==> src/rtl/lsu_dtcm_ctrl_pkg.sv <==
// Shared widths, size encodings and the outstanding-entry bundle
// for the LSU-to-DTCM datapath.
package lsu_dtcm_ctrl_pkg;

  localparam int XLEN = 32;
  localparam int DTCM_RAM_AW = 16;
  localparam int RFIDX_WIDTH = 5;
  localparam int LANES = XLEN / 8;

  localparam logic [1:0] LSU_SIZE_B = 2'd0;
  localparam logic [1:0] LSU_SIZE_H = 2'd1;
  localparam logic [1:0] LSU_SIZE_W = 2'd2;

  typedef struct packed {
    logic                   read;
    logic [1:0]             size;
    logic                   usign;
    logic [1:0]             off;
    logic [RFIDX_WIDTH-1:0] rdidx;
    logic                   err;
  } outs_entry_t;

  // Word loads ignore the offset; byte/half shift the addressed lane down.
  function automatic logic [XLEN-1:0] load_extract(
    input logic [XLEN-1:0] rdata,
    input outs_entry_t     e
  );
    logic [XLEN-1:0] sh;
    sh = rdata >> {e.off, 3'b000};
    case (e.size)
      LSU_SIZE_B:
        load_extract = e.usign ?
          {{(XLEN-8){1'b0}}, sh[7:0]} :
          {{(XLEN-8){sh[7]}}, sh[7:0]};
      LSU_SIZE_H:
        load_extract = e.usign ?
          {{(XLEN-16){1'b0}}, sh[15:0]} :
          {{(XLEN-16){sh[15]}}, sh[15:0]};
      default:
        load_extract = rdata;
    endcase
  endfunction

endpackage

==> src/rtl/lsu_dtcm_ctrl_if.sv <==
// AGU request, DTCM cmd/rsp and EXU completion bundles of the LSU.
// slave = the LSU itself, master = EXU plus DTCM around it.
interface lsu_dtcm_ctrl_if;
  import lsu_dtcm_ctrl_pkg::*;

  logic                   agu_cmd_valid;
  logic                   agu_cmd_ready;
  logic                   agu_cmd_read;
  logic [XLEN-1:0]        agu_cmd_addr;
  logic [XLEN-1:0]        agu_cmd_wdata;
  logic [1:0]             agu_cmd_size;
  logic                   agu_cmd_usign;
  logic [RFIDX_WIDTH-1:0] agu_cmd_rdidx;

  logic                   lsu2dtcm_cmd_valid;
  logic                   lsu2dtcm_cmd_ready;
  logic                   lsu2dtcm_cmd_read;
  logic [DTCM_RAM_AW-1:0] lsu2dtcm_cmd_addr;
  logic [XLEN-1:0]        lsu2dtcm_cmd_wdata;
  logic [LANES-1:0]       lsu2dtcm_cmd_wmask;

  logic                   lsu2dtcm_rsp_valid;
  logic                   lsu2dtcm_rsp_ready;
  logic [XLEN-1:0]        lsu2dtcm_rsp_rdata;

  logic                   lsu_o_valid;
  logic                   lsu_o_ready;
  logic                   lsu_o_wbck_en;
  logic [XLEN-1:0]        lsu_o_wbck_wdat;
  logic [RFIDX_WIDTH-1:0] lsu_o_wbck_rdidx;
  logic                   lsu_o_err;

  modport slave (
    input  agu_cmd_valid, agu_cmd_read,
    input  agu_cmd_addr, agu_cmd_wdata,
    input  agu_cmd_size, agu_cmd_usign,
    input  agu_cmd_rdidx,
    output agu_cmd_ready,
    output lsu2dtcm_cmd_valid,
    output lsu2dtcm_cmd_read,
    output lsu2dtcm_cmd_addr,
    output lsu2dtcm_cmd_wdata,
    output lsu2dtcm_cmd_wmask,
    input  lsu2dtcm_cmd_ready,
    input  lsu2dtcm_rsp_valid,
    input  lsu2dtcm_rsp_rdata,
    output lsu2dtcm_rsp_ready,
    output lsu_o_valid, lsu_o_wbck_en,
    output lsu_o_wbck_wdat,
    output lsu_o_wbck_rdidx, lsu_o_err,
    input  lsu_o_ready
  );

  modport master (
    output agu_cmd_valid, agu_cmd_read,
    output agu_cmd_addr, agu_cmd_wdata,
    output agu_cmd_size, agu_cmd_usign,
    output agu_cmd_rdidx,
    input  agu_cmd_ready,
    input  lsu2dtcm_cmd_valid,
    input  lsu2dtcm_cmd_read,
    input  lsu2dtcm_cmd_addr,
    input  lsu2dtcm_cmd_wdata,
    input  lsu2dtcm_cmd_wmask,
    output lsu2dtcm_cmd_ready,
    output lsu2dtcm_rsp_valid,
    output lsu2dtcm_rsp_rdata,
    input  lsu2dtcm_rsp_ready,
    input  lsu_o_valid, lsu_o_wbck_en,
    input  lsu_o_wbck_wdat,
    input  lsu_o_wbck_rdidx, lsu_o_err,
    output lsu_o_ready
  );

endinterface

==> src/rtl/lsu_outs_fifo.sv <==
// In-order tracker of outstanding LSU accesses.
// DEPTH must be a power of two, >= 1.
module lsu_outs_fifo
  import lsu_dtcm_ctrl_pkg::*;
#(
  parameter int DEPTH = 2
) (
  input  logic        clk,
  input  logic        rst_n,
  input  logic        push,
  input  outs_entry_t din,
  input  logic        pop,
  output outs_entry_t dout,
  output logic        full,
  output logic        empty
);

  localparam int AW = (DEPTH > 1) ? $clog2(DEPTH) : 1;
  localparam int CW = $clog2(DEPTH + 1);

  outs_entry_t   mem [DEPTH];
  logic [AW-1:0] wptr;
  logic [AW-1:0] rptr;
  logic [CW-1:0] cnt;
  logic          wr;
  logic          rd;

  function automatic logic [AW-1:0] nxt(
    input logic [AW-1:0] p
  );
    return (p == AW'(DEPTH - 1)) ? '0 : p + 1'b1;
  endfunction

  assign full  = cnt == CW'(DEPTH);
  assign empty = cnt == '0;
  assign dout  = mem[rptr];
  assign wr    = push & !full;
  assign rd    = pop & !empty;

  always_ff @(posedge clk or negedge rst_n) begin
    if (!rst_n) begin
      wptr <= '0;
      rptr <= '0;
      cnt  <= '0;
      for (int i = 0; i < DEPTH; i++)
        mem[i] <= '0;
    end else begin
      if (wr) begin
        mem[wptr] <= din;
        wptr      <= nxt(wptr);
      end
      if (rd)
        rptr <= nxt(rptr);
      cnt <= cnt + CW'(wr) - CW'(rd);
    end
  end

endmodule

==> src/rtl/lsu_dtcm_ctrl.sv <==
// LSU datapath between EXU and DTCM: issue, in-order tracking, load extract.
// Define LSU_MISALGN_CHK_EN to trap misaligned half/word accesses.
module lsu_dtcm_ctrl
  import lsu_dtcm_ctrl_pkg::*;
#(
  parameter int OUTS_DEPTH = 2
) (
  input  logic         clk,
  input  logic         rst_n,
  lsu_dtcm_ctrl_if.slave bus
);

  logic [1:0]       off;
  logic             is_byte;
  logic             is_half;
  logic             is_word;
  logic             err_now;
  logic             open_q;
  logic             avail;
  logic             full;
  logic             empty;
  logic             push;
  logic             pop;
  logic             wb;
  logic [XLEN-1:0]  wdata;
  logic [LANES-1:0] wmask;
  outs_entry_t      wr_ent;
  outs_entry_t      head;
  logic             unused_ok;

  assign off     = bus.agu_cmd_addr[1:0];
  assign is_byte = bus.agu_cmd_size == LSU_SIZE_B;
  assign is_half = bus.agu_cmd_size == LSU_SIZE_H;
  assign is_word = !is_byte & !is_half;

`ifdef LSU_MISALGN_CHK_EN
  assign err_now = (is_half & off[0]) |
                   (is_word & (off != 2'b00));
`else
  assign err_now = 1'b0;
`endif

  always_comb begin
    wdata = bus.agu_cmd_wdata;
    wmask = '1;
    unique case (1'b1)
      is_byte: begin
        wdata = {LANES{bus.agu_cmd_wdata[7:0]}};
        wmask = LANES'(1) << off;
      end
      is_half: begin
        wdata = {(XLEN/16){bus.agu_cmd_wdata[15:0]}};
        wmask = LANES'(3) << {off[1], 1'b0};
      end
      is_word: begin
        wdata = bus.agu_cmd_wdata;
        wmask = '1;
      end
    endcase
  end

  // Hold the request side closed until the first edge after reset.
  always_ff @(posedge clk or negedge rst_n) begin
    if (!rst_n)
      open_q <= 1'b0;
    else
      open_q <= 1'b1;
  end

  assign avail = open_q & !full;

  assign bus.lsu2dtcm_cmd_valid =
    bus.agu_cmd_valid & avail & !err_now;
  assign bus.lsu2dtcm_cmd_read  = bus.agu_cmd_read;
  assign bus.lsu2dtcm_cmd_addr  =
    bus.agu_cmd_addr[DTCM_RAM_AW+1:2];
  assign bus.lsu2dtcm_cmd_wdata = wdata;
  assign bus.lsu2dtcm_cmd_wmask =
    bus.agu_cmd_read ? '0 : wmask;
  assign bus.agu_cmd_ready =
    avail & (err_now | bus.lsu2dtcm_cmd_ready);

  assign push = bus.agu_cmd_valid & bus.agu_cmd_ready;

  assign wr_ent = '{
    read:  bus.agu_cmd_read,
    size:  bus.agu_cmd_size,
    usign: bus.agu_cmd_usign,
    off:   off,
    rdidx: bus.agu_cmd_rdidx,
    err:   err_now
  };

  lsu_outs_fifo #(
    .DEPTH (OUTS_DEPTH)
  ) u_fifo (
    .clk   (clk),
    .rst_n (rst_n),
    .push  (push),
    .din   (wr_ent),
    .pop   (pop),
    .dout  (head),
    .full  (full),
    .empty (empty)
  );

  // Error entries retire without a DTCM response.
  assign bus.lsu_o_valid =
    !empty & (head.err | bus.lsu2dtcm_rsp_valid);
  assign bus.lsu2dtcm_rsp_ready =
    !empty & !head.err & bus.lsu_o_ready;
  assign pop = bus.lsu_o_valid & bus.lsu_o_ready;

  assign wb = bus.lsu_o_valid & head.read & !head.err;
  assign bus.lsu_o_wbck_en   = wb;
  assign bus.lsu_o_wbck_wdat = wb ?
    load_extract(bus.lsu2dtcm_rsp_rdata, head) : '0;
  assign bus.lsu_o_wbck_rdidx =
    bus.lsu_o_valid ? head.rdidx : '0;

`ifdef LSU_MISALGN_CHK_EN
  assign bus.lsu_o_err = bus.lsu_o_valid & head.err;
`else
  assign bus.lsu_o_err = 1'b0;
`endif

  assign unused_ok =
    ^bus.agu_cmd_addr[XLEN-1:DTCM_RAM_AW+2];

endmodule
==> src/flat_wrapper.sv <==
// flat-port wrapper written by rule: the top's interface ports become plain ports
module lsu_dtcm_ctrl_flat import lsu_dtcm_ctrl_pkg::*;
#(
  parameter int OUTS_DEPTH = 2
)
  (clk, rst_n, bus_agu_cmd_valid, bus_agu_cmd_read, bus_agu_cmd_addr, bus_agu_cmd_wdata, bus_agu_cmd_size, bus_agu_cmd_usign, bus_agu_cmd_rdidx, bus_agu_cmd_ready, bus_lsu2dtcm_cmd_valid, bus_lsu2dtcm_cmd_read, bus_lsu2dtcm_cmd_addr, bus_lsu2dtcm_cmd_wdata, bus_lsu2dtcm_cmd_wmask, bus_lsu2dtcm_cmd_ready, bus_lsu2dtcm_rsp_valid, bus_lsu2dtcm_rsp_rdata, bus_lsu2dtcm_rsp_ready, bus_lsu_o_valid, bus_lsu_o_wbck_en, bus_lsu_o_wbck_wdat, bus_lsu_o_wbck_rdidx, bus_lsu_o_err, bus_lsu_o_ready);
  lsu_dtcm_ctrl_if bus_i ();
  input  logic clk;
  input  logic rst_n;
  input wire logic [$bits(bus_i.agu_cmd_valid)-1:0] bus_agu_cmd_valid;
  input wire logic [$bits(bus_i.agu_cmd_read)-1:0] bus_agu_cmd_read;
  input wire logic [$bits(bus_i.agu_cmd_addr)-1:0] bus_agu_cmd_addr;
  input wire logic [$bits(bus_i.agu_cmd_wdata)-1:0] bus_agu_cmd_wdata;
  input wire logic [$bits(bus_i.agu_cmd_size)-1:0] bus_agu_cmd_size;
  input wire logic [$bits(bus_i.agu_cmd_usign)-1:0] bus_agu_cmd_usign;
  input wire logic [$bits(bus_i.agu_cmd_rdidx)-1:0] bus_agu_cmd_rdidx;
  output wire logic [$bits(bus_i.agu_cmd_ready)-1:0] bus_agu_cmd_ready;
  output wire logic [$bits(bus_i.lsu2dtcm_cmd_valid)-1:0] bus_lsu2dtcm_cmd_valid;
  output wire logic [$bits(bus_i.lsu2dtcm_cmd_read)-1:0] bus_lsu2dtcm_cmd_read;
  output wire logic [$bits(bus_i.lsu2dtcm_cmd_addr)-1:0] bus_lsu2dtcm_cmd_addr;
  output wire logic [$bits(bus_i.lsu2dtcm_cmd_wdata)-1:0] bus_lsu2dtcm_cmd_wdata;
  output wire logic [$bits(bus_i.lsu2dtcm_cmd_wmask)-1:0] bus_lsu2dtcm_cmd_wmask;
  input wire logic [$bits(bus_i.lsu2dtcm_cmd_ready)-1:0] bus_lsu2dtcm_cmd_ready;
  input wire logic [$bits(bus_i.lsu2dtcm_rsp_valid)-1:0] bus_lsu2dtcm_rsp_valid;
  input wire logic [$bits(bus_i.lsu2dtcm_rsp_rdata)-1:0] bus_lsu2dtcm_rsp_rdata;
  output wire logic [$bits(bus_i.lsu2dtcm_rsp_ready)-1:0] bus_lsu2dtcm_rsp_ready;
  output wire logic [$bits(bus_i.lsu_o_valid)-1:0] bus_lsu_o_valid;
  output wire logic [$bits(bus_i.lsu_o_wbck_en)-1:0] bus_lsu_o_wbck_en;
  output wire logic [$bits(bus_i.lsu_o_wbck_wdat)-1:0] bus_lsu_o_wbck_wdat;
  output wire logic [$bits(bus_i.lsu_o_wbck_rdidx)-1:0] bus_lsu_o_wbck_rdidx;
  output wire logic [$bits(bus_i.lsu_o_err)-1:0] bus_lsu_o_err;
  input wire logic [$bits(bus_i.lsu_o_ready)-1:0] bus_lsu_o_ready;
  assign bus_i.agu_cmd_valid = bus_agu_cmd_valid;
  assign bus_i.agu_cmd_read = bus_agu_cmd_read;
  assign bus_i.agu_cmd_addr = bus_agu_cmd_addr;
  assign bus_i.agu_cmd_wdata = bus_agu_cmd_wdata;
  assign bus_i.agu_cmd_size = bus_agu_cmd_size;
  assign bus_i.agu_cmd_usign = bus_agu_cmd_usign;
  assign bus_i.agu_cmd_rdidx = bus_agu_cmd_rdidx;
  assign bus_agu_cmd_ready = bus_i.agu_cmd_ready;
  assign bus_lsu2dtcm_cmd_valid = bus_i.lsu2dtcm_cmd_valid;
  assign bus_lsu2dtcm_cmd_read = bus_i.lsu2dtcm_cmd_read;
  assign bus_lsu2dtcm_cmd_addr = bus_i.lsu2dtcm_cmd_addr;
  assign bus_lsu2dtcm_cmd_wdata = bus_i.lsu2dtcm_cmd_wdata;
  assign bus_lsu2dtcm_cmd_wmask = bus_i.lsu2dtcm_cmd_wmask;
  assign bus_i.lsu2dtcm_cmd_ready = bus_lsu2dtcm_cmd_ready;
  assign bus_i.lsu2dtcm_rsp_valid = bus_lsu2dtcm_rsp_valid;
  assign bus_i.lsu2dtcm_rsp_rdata = bus_lsu2dtcm_rsp_rdata;
  assign bus_lsu2dtcm_rsp_ready = bus_i.lsu2dtcm_rsp_ready;
  assign bus_lsu_o_valid = bus_i.lsu_o_valid;
  assign bus_lsu_o_wbck_en = bus_i.lsu_o_wbck_en;
  assign bus_lsu_o_wbck_wdat = bus_i.lsu_o_wbck_wdat;
  assign bus_lsu_o_wbck_rdidx = bus_i.lsu_o_wbck_rdidx;
  assign bus_lsu_o_err = bus_i.lsu_o_err;
  assign bus_i.lsu_o_ready = bus_lsu_o_ready;
  lsu_dtcm_ctrl #(.OUTS_DEPTH(OUTS_DEPTH)) u_core (.clk(clk), .rst_n(rst_n), .bus(bus_i));
endmodule
==> config.mk <==
export PLATFORM = sky130hd
export DESIGN_NAME = lsu_dtcm_ctrl_flat
export DESIGN_NICKNAME = d
export VERILOG_FILES = /design/src/rtl/lsu_dtcm_ctrl_pkg.sv /design/src/rtl/lsu_dtcm_ctrl_if.sv /design/src/rtl/lsu_outs_fifo.sv /design/src/rtl/lsu_dtcm_ctrl.sv /design/src/flat_wrapper.sv
export SDC_FILE = /design/constraint.sdc
export NUM_CORES = 1
export LEC_CHECK = 0
export CORE_MARGIN = 5
export CORE_UTILIZATION = 38
export CTS_BUF_LIST = sky130_fd_sc_hd__clkbuf_4
export CTS_CLUSTER_SIZE = 10
export DETAILED_ROUTE_END_ITERATION = 6
export GPL_ROUTABILITY_DRIVEN = 1
export PLACE_DENSITY = 0.9
export SYNTH_ARGS = -nofsm -noshare
export SYNTH_HDL_FRONTEND = slang
export SYNTH_HIERARCHICAL = 1
export SYNTH_SLANG_ARGS = --single-unit
==> constraint.sdc <==
create_clock -name clk -period 4.6 [get_ports clk]
set_input_delay 0.92 -clock clk [delete_from_list [all_inputs] [get_ports clk]]
set_output_delay 0.92 -clock clk [all_outputs]
set_load 0.005 [all_outputs]
; ---- Word level (Yosys, flattened, before mapping)
; Index checks and enable logic that the tools add are counted.
[totals]
regBits = 29
latch_bits = 0
ram_bits = 0
romBits = 0
output_inout_bits = 96
n_memories = 0
[classes]
addsub = 4
mul = 0
n_div = 0
magnitude_cmp = 3
eq_ne = 3
shifts = 3
muxes = 16
n_bitwise = 16
n_reduce_logical = 9
[op_table]
columns = op, count
row1 = two-way mux 32 bit, 3
row2 = case mux 32 bit (3 select lines), 1
row3 = case mux 32 bit (2 select lines), 1
row4 = two-way mux 12 bit, 4
row5 = >> shifter 32 x 5 -> 16 bit, 1
row6 = bitwise mux 24 bit, 1
row7 = AND 1 bit, 13
row8 = demux 12 bit (select 1 bit), 1
row9 = case mux 4 bit (3 select lines), 1
row10 = logical NOT 2 bit, 3
row11 = logical NOT 1 bit, 5
row12 = two-way mux 5 bit, 1
row13 = equality test 2 x 1 -> 1 bit (second input constant), 2
row14 = greater-or-equal comparator 2 bit (second input constant), 2
row15 = two-way mux 4 bit, 1
row16 = inverter 1 -> 2 bit, 2
row17 = << shifter 1 x 2 -> 4 bit (first input constant), 1
row18 = << shifter 2 x 2 -> 4 bit (first input constant), 1
row19 = adder 1 bit (second input constant), 2
row20 = adder 2 x 1 -> 2 bit, 1
row21 = equality test 2 bit (second input constant), 1
row22 = less-than comparator 2 x 1 -> 1 bit (second input constant), 1
row23 = two-way mux 1 bit, 2
row24 = subtractor 2 x 1 -> 2 bit, 1
row25 = 2 further kinds, 2

; ---- Longest topological paths before layout
[depth]
depth_word = 9
mapped_depth = 11
depth_no_buf = 10

; ---- Cells and area by module
; The synthesis kept the hierarchy.
[modules_own_cells]
columns = module, instances, cells_each, area_each_um2
row1 = lsu_dtcm_ctrl, 1, 210, 1456.4
row2 = lsu_outs_fifo, 1, 81, 1337.5

; ---- Least setup slack after synthesis
; Ideal clock, no wire load.
[synth_timing]
kind = register to output
start = reg u_core.u_fifo.rptr
end = out bus_lsu_o_wbck_wdat[21]
t_arrival_ns = 2.064
required_time_ns = 3.680
setup_slack_ns = 1.616
stages_incl_launch_ff = 8
cell_sequence = dfrtp_1 > buf_2 > mux2_2 > nand2b_1 > a311o_1 > nor4_4 > buf_6 > a21o_1
[synth_lines]
columns = element, line_no
row1 = start: declaration, lsu_outs_fifo.sv:23  ; logic [AW-1:0] rptr;
row2 = start signal: assignment, lsu_outs_fifo.sv:53  ; rptr <= nxt(rptr);
row3 = end: declaration, flat_wrapper.sv:29  ; output wire logic [$bits(bus_i.lsu_o_wbck_wdat)-1:0] bus_lsu_o_wbck_wdat;

==> reports/metrics.yaml <==
status:
  status: "complete, no violations"
clock_network:
  postCtsHoldBufs: 0
  clockBufferDepth: 2
  cts_tree: "built"
  cts.sink_count: 29
  h-tree-depth: 2
  cts_setup_buffers: 0
  path_clk_slew_ns: 0.08
  numCtsBuffers: 5
  insertion_delay_ns: 0.32
  cts_resized: 0
  cts_root_buf: "clkbuf_4"
sta:
  fin_ws_ns: 0.417
  tns_ns: 0
  post-route-period-util: 0.909
  worst_pin_slew_ns: 0.838
  rsz0062_at_grt: "no"
  fmax_mhz: 239
  finalSetupViolCount: 0
  worst_clock_skew_ns: 0.00725
  whs_ns: 0.515
  hold_violations: 0
  slew_viol_final: 0
  period_minus_slack_ns: 4.18
  slew_headroom: 0.441
detailed_routing:
  ant_nets: 0
  drc: 0
  viasPerCell: 5.05
  routed-via-count: 2606
  wire_per_inst_um: 16.8
  dr.pass1.iters: 4
  wl_um: 8680
  drtIter0Drc: 140
floorplanning:
  die_h_um: 95.7
  initial_core_util: 0.387
  std_cell_rows: 31
  die_w_um: 95.7
  pin_count: 207
  core_sq_um: 7210
  dieArea_sq_um: 9170
critical_path:
  cp_data_arrival_time_ns: 3.26
  required_ns: 3.68
  end_kind: "output pin"
  crit_type: "flip-flop to output pin"
  critPathMaxFanout: 16
  ff2ff_path_depth: 10
  worstSetupStartpointType: "flip-flop"
cells_and_area:
  layout.nets: 530
  multi_input_area_sq_um: 1750
  syn2layout_area_growth_pct: 53.5
  layout_commonest_cell: "clkdlybuf4s50_1"
  most-common-layout-cells: "clkdlybuf4s50_1, mux2_2, dfrtp_1"
  fillCellCount: 608
  drive_gt1_frac: 0.192
  stdcell_area_sq_um: 4290
  n_antenna_cell: 0
  regArea_sq_um: 726
  post-route-util: 0.595
place:
  dpl.hpwl_um: 7080
  gp_congestion: 0.785
  placed_area_sq_um: 4240
  port_buffers: 159
  pre_cts_ws_ns: 0.551
global_route:
  grt_pass1_wl_um: 13300
  grt_max_degree: 31
  grt_pass1_vias: 2736
  grt_overflow: 0
  antenna_found_initial: 0
  grtUsageTotal: 0.185
power:
  power_switching_mw: 0.791
  switching_share: 0.394
  p_leak_nw: 1.85
  seqPwrFrac: 0.235
  power-per-cell-area_nw_per_um2: 468
  power.internal_mw: 1.22
  ir_drop_v: 0.000160
  pwr-share-clk: 0.071
  p_comb_frac: 0.693
synthesis:
  ys_types: 39
  syn_inst: 291
  synthesis.area_sq_um: 2790
  synth_seq_area_share: 0.260
  ys_warn_count: 6
  avgSynthCellArea_sq_um: 9.60
  synth-seq-cells: 29
job:
  drv_cap: 0
worst_hold_path:
  hold_class: "flip-flop to flip-flop"
  min_path_cells: 1
==> power by group through the flow <==
stage	registers [mW]	clock network [mW]	logic [mW]
after floorplan	0.434	0	0.943
after global placement	0.466	0	1.36
after detailed placement	0.475	0	1.39
after CTS	0.474	0.150	1.39
after global routing	0.490	0.157	1.51
final	0.473	0.143	1.39
==> state kept, by name (all words and copies together), names as in the netlist <==
register and count:
u_core/u_fifo/rptr 1, u_core/open_q 1, u_core/u_fifo/wptr 1, u_core/u_fifo/cnt 2, u_core/u_fifo/mem 24
==> metal layers <==
layer  share of wire  wire length, um  track usage  vias to the layer above
met2            0.50             4380        0.314                      123
met5               0                0            0                        -
met1            0.39             3370        0.215                     1196
li1                -                -            -                     1269
met3           0.082              710       0.0539                       18
met4           0.024              211       0.0794                        0
==> layout make-up <==
class / instances / share of cell area
multi-input combinational: 213 / 0.407
timing repair buffer: 164 / 0.380
sequential: 29 / 0.169
tap: 99 / 0.0289
clock buffer: 6 / 0.0105
inverter: 4 / 0.00350
clock inverter: 1 / 0.000875
==> synthesized netlist by cell type <==
| master | n | share of area |
|---|---|---|
| and2_1 | 9 | 0.020 |
| clkbuf_1 | 8 | 0.011 |
| ha_1 | 2 | 0.0090 |
| a311o_1 | 1 | 0.0036 |
| nor4_4 | 1 | 0.0076 |
| inv_2 | 2 | 0.0027 |
| mux2_4 | 20 | 0.11 |
| mux2i_1 | 16 | 0.057 |
| or3_1 | 2 | 0.0045 |
| conb_1 | 2 | 0.0027 |
| nor3_1 | 1 | 0.0018 |
| and3b_1 | 2 | 0.0063 |
| nand2b_1 | 4 | 0.0090 |
| or2_2 | 2 | 0.0045 |
| buf_1 | 3 | 0.0040 |
| a21o_1 | 16 | 0.043 |
| o31ai_1 | 8 | 0.021 |
| nand3_1 | 1 | 0.0018 |
| buf_6 | 2 | 0.0081 |
| nor2b_1 | 3 | 0.0067 |
| buf_4 | 26 | 0.070 |
| clkbuf_2 | 1 | 0.0018 |
| a211oi_1 | 7 | 0.019 |
| nor2_1 | 23 | 0.031 |
| xor2_1 | 1 | 0.0031 |
| xnor2_1 | 4 | 0.013 |
| buf_12 | 1 | 0.0072 |
| buf_2 | 6 | 0.011 |
| o21ai_0 | 9 | 0.016 |
| o221a_2 | 7 | 0.028 |
| mux2_2 | 34 | 0.14 |
| nor3b_4 | 1 | 0.0067 |
| inv_1 | 2 | 0.0027 |
| nand2_1 | 11 | 0.015 |
| o21bai_1 | 1 | 0.0027 |
| a21oi_1 | 21 | 0.038 |
| dfrtp_1 | 29 | 0.26 |
| nand2b_2 | 1 | 0.0031 |
| and3_4 | 1 | 0.0040 |
==> kinds of logic (layout without fill, tap and decap cells) <==
kind of cell | after synthesis | count (layout) | synth area share
xor+xnor | 5 | 5 | 0.0157
other cells | 2 | 4 | 0.00269
fa+ha+maj | 2 | 2 | 0.00896
compound gates | 70 | 70 | 0.172
flops | 29 | 29 | 0.260
buf+inv | 51 | 175 | 0.118
mux | 70 | 70 | 0.302
simple gates | 62 | 62 | 0.122
==> worst paths after layout <==
check,start,slack (ns),to
min in group asynchronous,rst_n,0.97,u_core/open_q
max in group asynchronous,rst_n,3.36,u_core/u_fifo/mem[12]
hold reg to reg,u_core/u_fifo/mem[21],0.51,u_core/u_fifo/mem[21]
setup reg to reg,u_core/u_fifo/rptr,2.10,u_core/u_fifo/cnt[1]
setup / recovery,u_core/u_fifo/rptr,0.42,bus_lsu_o_wbck_wdat[20]
hold / removal,u_core/u_fifo/mem[21],0.51,u_core/u_fifo/mem[21]
==> per-stage QoR <==
step	power [mW]	cells
2_1_floorplan	1.38	293
3_3_place_gp	1.82	509
3_5_place_dp	1.86	509
4_1_cts	2.02	516
5_1_grt	2.16	516
6_report	2.01	516
==> worst max-delay path, stage by stage, from the launching register on <==
cell,delay [ns]
dfrtp_1,0.70
mux2_2,0.41
nor2_1,0.13
nand3_1,0.27
inv_2,0.23
and2_1,0.49
a21o_1,0.21
clkdlybuf4s50_1,0.50
(Power assumes the default switching activity.)
